## config.mk

```make
export PLATFORM = sky130hd
export DESIGN_NAME = systolic_seq_flat
export DESIGN_NICKNAME = d
export VERILOG_FILES = /design/src/rtl/systolic_seq_if.sv /design/src/rtl/systolic_seq.sv /design/src/flat_wrapper.sv
export SDC_FILE = /design/constraint.sdc
export NUM_CORES = 1
export LEC_CHECK = 0
export ABC_CLOCK_PERIOD_IN_PS = 9200
export CAP_MARGIN = 20
export CORE_MARGIN = 10
export CORE_UTILIZATION = 60
export CTS_BUF_LIST = sky130_fd_sc_hd__clkbuf_8
export DETAILED_ROUTE_END_ITERATION = 6
export PLACE_DENSITY = 0.94
export SETUP_SLACK_MARGIN = 0.1
export SYNTH_ARGS = -nofsm -noshare
export SYNTH_HDL_FRONTEND = slang
export SYNTH_SLANG_ARGS = --single-unit
```

## constraint.sdc

```tcl
create_clock -name clk -period 9.2 [get_ports clk]
set_input_delay 1.84 -clock clk [delete_from_list [all_inputs] [get_ports clk]]
set_output_delay 1.84 -clock clk [all_outputs]
set_load 0.03 [all_outputs]
```

## src/rtl/systolic_seq_if.sv

```systemverilog
// Command/status and PE-grid control bundle for the systolic_seq run sequencer.
// run_cycles is present only when SYSTOLIC_SEQ_PERF_EN is defined.
interface systolic_seq_if #(
   parameter int unsigned ROWS = 2,
   parameter int unsigned COLS = 4,
   parameter int unsigned KW   = 5,
   parameter int unsigned AW   = 4
) ();
   logic                 start;
   logic [KW-1:0]        k_len;
   logic                 abort;
   logic                 busy;
   logic                 done;
   logic                 a_rd_en;
   logic                 b_rd_en;
   logic [AW-1:0]        rd_addr;
   logic [ROWS*COLS-1:0] pe_en;
   logic [ROWS*COLS-1:0] pe_first;
`ifdef SYSTOLIC_SEQ_PERF_EN
   logic [15:0]          run_cycles;

   modport master (
      output start, k_len, abort,
      input  busy, done, a_rd_en, b_rd_en, rd_addr, pe_en, pe_first, run_cycles
   );
   modport slave (
      input  start, k_len, abort,
      output busy, done, a_rd_en, b_rd_en, rd_addr, pe_en, pe_first, run_cycles
   );
`else
   modport master (
      output start, k_len, abort,
      input  busy, done, a_rd_en, b_rd_en, rd_addr, pe_en, pe_first
   );
   modport slave (
      input  start, k_len, abort,
      output busy, done, a_rd_en, b_rd_en, rd_addr, pe_en, pe_first
   );
`endif
endinterface

```

## src/rtl/systolic_seq.sv

```systemverilog
// Run-level sequencer for an output-stationary ROWS x COLS systolic array: operand reads,
// skewed PE enable/first wavefronts, done pulse. Optional run_cycles via SYSTOLIC_SEQ_PERF_EN.
module systolic_seq #(
   parameter int unsigned ROWS  = 2,
   parameter int unsigned COLS  = 4,
   parameter int unsigned K_MAX = 16,
   parameter int unsigned KW    = 5,
   parameter int unsigned AW    = 4
) (
   input logic          clk,
   input logic          rst,
   systolic_seq_if.slave bus
);
   localparam int unsigned N  = ROWS * COLS;
   localparam int unsigned CW = $clog2(K_MAX + ROWS + COLS) + 1;

   localparam logic [1:0] IDLE = 2'd0;
   localparam logic [1:0] RUN  = 2'd1;
   localparam logic [1:0] DONE = 2'd2;

   logic [1:0]    state, state_nxt;
   logic [CW-1:0] cnt, cnt_nxt;
   logic [KW-1:0] k_reg, k_nxt;
   logic [CW-1:0] last;

   logic          busy_nxt;
   logic          done_nxt;
   logic          rd_nxt;
   logic [AW-1:0] addr_nxt;
   logic [N-1:0]  en_nxt;
   logic [N-1:0]  first_nxt;

   // Final count of a run: operands plus array skew plus one cycle of read latency.
   assign last = CW'(k_reg) + CW'(ROWS + COLS - 2);

   always_ff @(posedge clk or posedge rst) begin
      if (rst) begin
         state <= IDLE;
         cnt   <= '0;
         k_reg <= '0;
      end else begin
         state <= state_nxt;
         cnt   <= cnt_nxt;
         k_reg <= k_nxt;
      end
   end

   // Next state, and the output values for the cycle that state/count will hold.
   always_comb begin
      state_nxt = state;
      cnt_nxt   = cnt;
      k_nxt     = k_reg;
      busy_nxt  = 1'b0;
      done_nxt  = 1'b0;
      rd_nxt    = 1'b0;
      addr_nxt  = '0;
      en_nxt    = '0;
      first_nxt = '0;

      case (state)
         IDLE: begin
            if (bus.start) begin
               if (bus.k_len == '0) begin
                  state_nxt = DONE;
               end else begin
                  state_nxt = RUN;
                  cnt_nxt   = '0;
                  k_nxt     = (bus.k_len > KW'(K_MAX)) ? KW'(K_MAX) : bus.k_len;
               end
            end
         end
         RUN: begin
            if (bus.abort) begin
               state_nxt = IDLE;
               cnt_nxt   = '0;
            end else if (cnt == last) begin
               state_nxt = DONE;
               cnt_nxt   = '0;
            end else begin
               cnt_nxt = cnt + CW'(1);
            end
         end
         DONE:    state_nxt = IDLE;
         default: state_nxt = IDLE;
      endcase

      busy_nxt = (state_nxt == RUN);
      done_nxt = (state_nxt == DONE);

      if (busy_nxt && (cnt_nxt < CW'(k_nxt))) begin
         rd_nxt   = 1'b1;
         addr_nxt = AW'(cnt_nxt);
      end

      // PE(r,c) sees operand k at count k+1+r+c.
      for (int r = 0; r < ROWS; r++) begin
         for (int c = 0; c < COLS; c++) begin
            if (busy_nxt && (cnt_nxt >= CW'(1 + r + c)) &&
                (cnt_nxt <= CW'(k_nxt) + CW'(r + c)))
               en_nxt[r*COLS+c] = 1'b1;
            if (busy_nxt && (cnt_nxt == CW'(1 + r + c)))
               first_nxt[r*COLS+c] = 1'b1;
         end
      end
   end

   always_ff @(posedge clk or posedge rst) begin
      if (rst) begin
         bus.busy     <= 1'b0;
         bus.done     <= 1'b0;
         bus.a_rd_en  <= 1'b0;
         bus.b_rd_en  <= 1'b0;
         bus.rd_addr  <= '0;
         bus.pe_en    <= '0;
         bus.pe_first <= '0;
      end else begin
         bus.busy     <= busy_nxt;
         bus.done     <= done_nxt;
         bus.a_rd_en  <= rd_nxt;
         bus.b_rd_en  <= rd_nxt;
         bus.rd_addr  <= addr_nxt;
         bus.pe_en    <= en_nxt;
         bus.pe_first <= first_nxt;
      end
   end

`ifdef SYSTOLIC_SEQ_PERF_EN
   logic [16:0] run_len;

   // A zero-length run goes straight from IDLE to DONE and never raises busy.
   assign run_len = (state == IDLE) ? 17'd0 : 17'(last) + 17'd1;

   always_ff @(posedge clk or posedge rst) begin
      if (rst)
         bus.run_cycles <= '0;
      else if (done_nxt)
         bus.run_cycles <= (run_len > 17'h0FFFF) ? 16'hFFFF : run_len[15:0];
   end
`endif

endmodule

```

## src/flat_wrapper.sv

```systemverilog
// flat-port wrapper written by rule: the top's interface ports become plain ports
module systolic_seq_flat 
#(
   parameter int unsigned ROWS  = 2,
   parameter int unsigned COLS  = 4,
   parameter int unsigned K_MAX = 16,
   parameter int unsigned KW    = 5,
   parameter int unsigned AW    = 4
)
  (clk, rst, bus_start, bus_k_len, bus_abort, bus_busy, bus_done, bus_a_rd_en, bus_b_rd_en, bus_rd_addr, bus_pe_en, bus_pe_first);
  systolic_seq_if #(.ROWS(ROWS), .COLS(COLS), .KW(KW), .AW(AW)) bus_i ();
  input logic clk;
  input logic rst;
  input wire logic [$bits(bus_i.start)-1:0] bus_start;
  input wire logic [$bits(bus_i.k_len)-1:0] bus_k_len;
  input wire logic [$bits(bus_i.abort)-1:0] bus_abort;
  output wire logic [$bits(bus_i.busy)-1:0] bus_busy;
  output wire logic [$bits(bus_i.done)-1:0] bus_done;
  output wire logic [$bits(bus_i.a_rd_en)-1:0] bus_a_rd_en;
  output wire logic [$bits(bus_i.b_rd_en)-1:0] bus_b_rd_en;
  output wire logic [$bits(bus_i.rd_addr)-1:0] bus_rd_addr;
  output wire logic [$bits(bus_i.pe_en)-1:0] bus_pe_en;
  output wire logic [$bits(bus_i.pe_first)-1:0] bus_pe_first;
  assign bus_i.start = bus_start;
  assign bus_i.k_len = bus_k_len;
  assign bus_i.abort = bus_abort;
  assign bus_busy = bus_i.busy;
  assign bus_done = bus_i.done;
  assign bus_a_rd_en = bus_i.a_rd_en;
  assign bus_b_rd_en = bus_i.b_rd_en;
  assign bus_rd_addr = bus_i.rd_addr;
  assign bus_pe_en = bus_i.pe_en;
  assign bus_pe_first = bus_i.pe_first;
  systolic_seq #(.ROWS(ROWS), .COLS(COLS), .K_MAX(K_MAX), .KW(KW), .AW(AW)) u_core (.clk(clk), .rst(rst), .bus(bus_i));
endmodule
```

# ---- After elaboration in Yosys (flattened, before gate mapping)
# Index checks and enable logic that the tools add are counted.
dict set report classes {
  n_addsub 6
  magnitude_cmp 12
  n_eq_ne 9
  n_mux 26
  n_reduce_logical 18
}
# operator n
set ops {}
lappend ops {{less-or-equal comparator 6 bit} 4}
lappend ops {{two-way mux 6 bit} 4}
lappend ops {{two-way mux 5 bit} 4}
lappend ops {{logical AND 1 bit} 16}
lappend ops {{adder 5 x 2 -> 6 bit, second input constant} 2}
lappend ops {{adder 5 x 3 -> 6 bit, second input constant} 2}
lappend ops {{equality test 6 x 2 -> 1 bit, second input constant} 2}
lappend ops {{equality test 6 x 3 -> 1 bit, second input constant} 2}
lappend ops {{greater-or-equal comparator 6 x 2 -> 1 bit, second input constant} 2}
lappend ops {{greater-or-equal comparator 6 x 3 -> 1 bit, second input constant} 2}
lappend ops {{case mux 6 bit (2 select lines)} 1}
lappend ops {{two-way mux 1 bit} 11}
lappend ops {{two-way mux 2 bit} 4}
lappend ops {{adder 5 x 1 -> 6 bit, second input constant} 1}
lappend ops {{adder 6 x 1 -> 6 bit, second input constant} 1}
lappend ops {{equality test 6 x 1 -> 1 bit, second input constant} 1}
lappend ops {{equality test 6 bit} 1}
lappend ops {{greater-or-equal comparator 6 x 1 -> 1 bit, second input constant} 1}
lappend ops {{less-or-equal comparator 6 x 5 -> 1 bit} 1}
lappend ops {{< comparator 6 x 5 -> 1 bit} 1}
lappend ops {{> comparator 5 bit, second input constant} 1}
lappend ops {{zero test 5 bit} 1}
lappend ops {{equality test 2 x 1 -> 1 bit, second input constant} 2}
lappend ops {{two-way mux 4 bit} 1}
lappend ops {{other kinds (3)} 3}
dict set report totals {
  ff_bits 36
  inputBits 9
  out_inout_bits 24
  elab_cells 80
}

# ---- Logic depth before layout (Yosys ltp)
dict set report depth {
  word_depth 9
  mapped_depth 15
  depth_no_buf 15
}

# ---- Least setup slack after synthesis
# No wires, ideal clock.
dict set report synth_path {
  kind {in2reg}
  start {input bus_k_len[1]}
  end {register u_core.bus.pe_en[4]}
  setup_time_ns 0.066
  t_arrival_ns 4.382
  required_ns 9.134
  slack_ns 4.752
  stages 15
  path_buffers 0
  cell_sequence {nor4_2 > nand2b_1 > nand2_1 > a22o_1 > inv_1 > ha_1 > inv_1 > ha_1 > nor2b_1 > o21a_1 > o21a_1 > o21a_1 > o21a_1 > o22ai_1 > and3_1}
}
dict set report synth_between {
  elab_chain_cells 9
  elab_cells_between_ends 19
  cone_classes {1 x add/sub; 3 x order compare; 1 x eq/ne; 11 x mux; 3 x reduce/logical}
}
# item line
set synth_rtl {}
lappend synth_rtl {{start: declaration} flat_wrapper.sv:15} ;# input wire logic [$bits(bus_i.k_len)-1:0] bus_k_len;
lappend synth_rtl {{> comparator 5 bit} systolic_seq.sv:68} ;# k_nxt = (bus.k_len > KW'(K_MAX)) ? KW'(K_MAX) : bus.k_len;
lappend synth_rtl {{two-way mux 5 bit} systolic_seq.sv:68}
lappend synth_rtl {{two-way mux 5 bit *} systolic_seq.sv:63} ;# if (bus.k_len == '0) begin
lappend synth_rtl {{two-way mux 5 bit *} systolic_seq.sv:62} ;# if (bus.start) begin
lappend synth_rtl {{two-way mux 5 bit *} systolic_seq.sv:60} ;# case (state)
lappend synth_rtl {{named net u_core.k_nxt[0]} systolic_seq.sv:23} ;# logic [KW-1:0] k_reg, k_nxt;
lappend synth_rtl {{adder 5 x 1 -> 6 bit *} --}
lappend synth_rtl {{less-or-equal comparator 6 bit *} --}
lappend synth_rtl {{logical AND 1 bit *} --}
lappend synth_rtl {{two-way mux 1 bit *} --}
lappend synth_rtl {{named net u_core.en_nxt[1]} systolic_seq.sv:30} ;# logic [N-1:0] en_nxt;
lappend synth_rtl {{end signal: assignment} systolic_seq.sv:122} ;# bus.pe_en <= en_nxt;
lappend synth_rtl {{end: declaration} systolic_seq_if.sv:37} ;# output busy, done, a_rd_en, b_rd_en, rd_addr, pe_en, pe_first
# Mark *: on every way through the listed nets, which the timed path passes. The rest lies on a longest branch.

# ---- Final worst setup path
dict set report layout_path {
  start {input bus_k_len[1]}
  end {register u_core.bus.pe_en[6]}
}
dict set report layout_between {
  elab_chain_cells 9
  elab_cells_between_ends 19
  cone_classes {1 x add/sub; 3 x order compare; 1 x eq/ne; 11 x mux; 3 x reduce/logical}
}
# item line
set layout_rtl {}
lappend layout_rtl {{> comparator 5 bit} systolic_seq.sv:68}
lappend layout_rtl {{two-way mux 5 bit} systolic_seq.sv:68}
lappend layout_rtl {{two-way mux 5 bit *} systolic_seq.sv:63}
lappend layout_rtl {{two-way mux 5 bit *} systolic_seq.sv:62}
lappend layout_rtl {{two-way mux 5 bit *} systolic_seq.sv:60}
lappend layout_rtl {{named net u_core.k_nxt[0]} systolic_seq.sv:23}
lappend layout_rtl {{adder 5 x 2 -> 6 bit *} --}
lappend layout_rtl {{less-or-equal comparator 6 bit *} --}
lappend layout_rtl {{logical AND 1 bit *} --}
lappend layout_rtl {{two-way mux 1 bit *} --}
lappend layout_rtl {{named net u_core.en_nxt[3]} systolic_seq.sv:30}
# Marks and branches as above.

==> out/metrics.yaml <==
status: "finished clean"
cts_resized: 0
grt-ovfl-total: 0
synth_area_sq_mm: 0.002266
drcViolationCount: 0
core_region_area_sq_mm: 0.003661
yosys.area.top_type: "dfrtp_1"
fillers: 269
die_y_um: 81.46
ios: 33
clk_latency_ns: 0.29
synth.most_common_cell: "ha_1"
placed_cells: 295
grt_pass1_wl_um: 8797
final_cells: 304
grt_util_met1_pct: 19.91
ys_top_cells_by_area: "dfrtp_1, ha_1, xnor2_1"
viasPerCell: 6.030
top_usage_layer: "met2"
hp-class: "reg2reg"
antenna_found_initial: 0
rows: 22
cts.path.max_buffers: 2
endpoint_kind: "flip-flop"
muxShareOfSynthArea_pct: 0
clock-sinks: 30
rrSetupSlack_ns: 5.52
power.leakage_nw: 1.268
drt_iter0_drc: 139
worstMarginPinSlew_ns: 0.9892
layout-drive-gt1-share_pct: 8.203
synth_edf_count: 0
largest_reg_flops: 6
ir_worst_vdd_mv: 0.1307
netlist.area_leader.share_pct: 33.13
port_buffers: 32
finalSetupViolations: 0
synth_cells: 228
vias: 1833
skew_ns: 0.01029
grt_pass1_vias: 1826
placed_area_sq_mm: 0.002567
post_cts_buffers: 0
synth_simple_gate_area_share_pct: 16.90
synth_seq_cells: 30
arrival_ns: 5.22
synth_top_family_by_area: "compound AO/OA/AOI/OAI gates"
synth_compound_area_share_pct: 20.32
grt_util_met3_pct: 3.057
ant_nets: 0
postLayoutCellArea_sq_mm: 0.002690
fp.dieArea_sq_mm: 0.006635
cp_max_fo: 8
yosys.area_share.xor_xnor_pct: 7.234
p_per_area_mw_per_mm2: 238.9
clk_transition_reported_paths_ns: 0.06
yosysSeqAreaShare_pct: 33.13
cp-start-kind: "primary input"
final-hold-violation-count: 0
path_delay_family: "compound AO/OA/AOI/OAI gates"
routed_wl_um: 5436
cts-root-buf: "clkbuf_8"
critical_path_class: "in2reg"
synth_common_cells: "ha_1, dfrtp_1, nand2_1"
cts_buffers: 5
holdBufCountCts: 0
ys_async_sr_fraction_pct: 100.0
slew_violations: 0
setup_tns_ns: 0
min_period_ns: 5.004
syn2layout_area_growth_pct: 18.72
cp.required_ns: 9.42
rsz0062_at_grt: "no"
fmax_mhz: 199.8
utilization_pct: 73.48
power_mw: 0.6427
num_antenna_cells: 0
grt_max_degree: 31
regMostFlops: "u_core.cnt"
dpl.hpwl_um: 4153
synth_nets: 268
ys.flop_type: "dfrtp_1"
gp_congestion: 0.9621
critPathMaxStageDelay_ns: 0.44
crit_chain: "clkdlybuf4s50_1 -> nor4_2 -> nand2b_1 -> nand2_1 -> a22o_1 -> inv_1 -> ha_1 -> ha_1 -> nor2b_1 -> o21a_1 -> o21a_1 -> o21a_1 -> o21a_1 -> o22ai_1 -> and3_1"
maxCapViolCount: 0
drt-wirelength-per-cell_um: 17.88
yosysWarningCount: 0
post-route-period-util_pct: 54.39
htree_levels: 2
met2_usage_pct: 29.46
start_util_pct: 61.89
drt-pass1-iter-count: 4
nets: 295
tritoncts: "built"
critical-path-top-cell-by-count: "o21a_1"
avgSynthCellArea_sq_um: 9.938
slew_headroom_pct: 33.49
path_buf_inv: 2
cp_slowest_cell: "clkdlybuf4s50_1"
grt_use_total_pct: 16.93
ys_types: 55
synthAdderAreaFrac_pct: 17.12
fp.dieW_um: 81.46
[cells in the final DEF, fill, tap and decap left out, types with 2 or more instances in the layout]
cell / instances
a21oi_1: 8
o21ai_0: 3
clkdlybuf4s50_1: 32
clkbuf_8: 6
o21a_1: 8
or2_1: 2
nand2b_1: 3
a22o_1: 4
xor2_1: 4
o211ai_1: 2
xnor2_1: 12
nor2b_1: 5
a21o_1: 5
a2bb2o_1: 2
nand2_1: 18
dfrtp_1: 30
nor2_1: 11
nand4_1: 6
nor4_1: 5
nor3_1: 3
a211o_1: 2
o22ai_1: 2
ha_1: 31
a211oi_1: 3
or3_1: 2
and3_1: 2
nand3_1: 6
inv_1: 10
[metrics by stage]
step	hold WS (ns)	worst slack [ns]
after global routing	0.7034	3.941
after detailed placement	0.6298	3.948
after floorplan	0.5764	4.752
after CTS	0.6542	4.242
final	0.6612	4.196
after global placement	0.6312	4.008
[final timing paths]
kind	depth (start not counted)	startpoint	to
setup / recovery	15	bus_k_len[1]	u_core.bus.pe_en[6]
hold / removal	1	u_core.cnt[0]	u_core.bus.pe_first[7]
setup reg to reg	13	u_core.k_reg[2]	u_core.bus.pe_en[7]
hold reg to reg	1	u_core.cnt[0]	u_core.bus.pe_first[7]
max in group asynchronous	3	rst	u_core.bus.rd_addr[1]
min in group asynchronous	2	rst	u_core.state[1]
[per-layer routing]
layer | wire (um) | share of wire [%]
met2 | 2713 | 50
met5 | 0 | 0
met1 | 2158 | 40
met3 | 457 | 8.4
met4 | 107 | 2.0
[cells by family (layout without fill, tap and decap cells)]
logic type / after synthesis / count (layout)
AND/OR/NAND/NOR: 69 / 69
AO/OA/AOI/OAI: 57 / 57
buffers and inverters: 24 / 52
flip-flops: 30 / 30
adder cells (fa/ha/maj): 31 / 31
XOR/XNOR: 17 / 17
[power breakdown]
group | internal (mW) | leakage, nW | switching [mW]
combinational | 0.151 | 0.815 | 0.203
clock | 0.0600 | 0.0472 | 0.0511
sequential | 0.155 | 0.406 | 0.0230
[cell type report]
type                       instances  area, sq um  share of cell area (%)
timing repair buffer              33        347.8                   12.93
multi-input combinational        174         1395                   51.86
sequential                        30        750.7                   27.91
clock buffer                       6        82.58                   3.070
clock inverter                     2        12.51                  0.4651
inverter                          11        41.29                   1.535
tap                               48        60.06                   2.233
No activity file was read; power rests on OpenSTA's default activity.
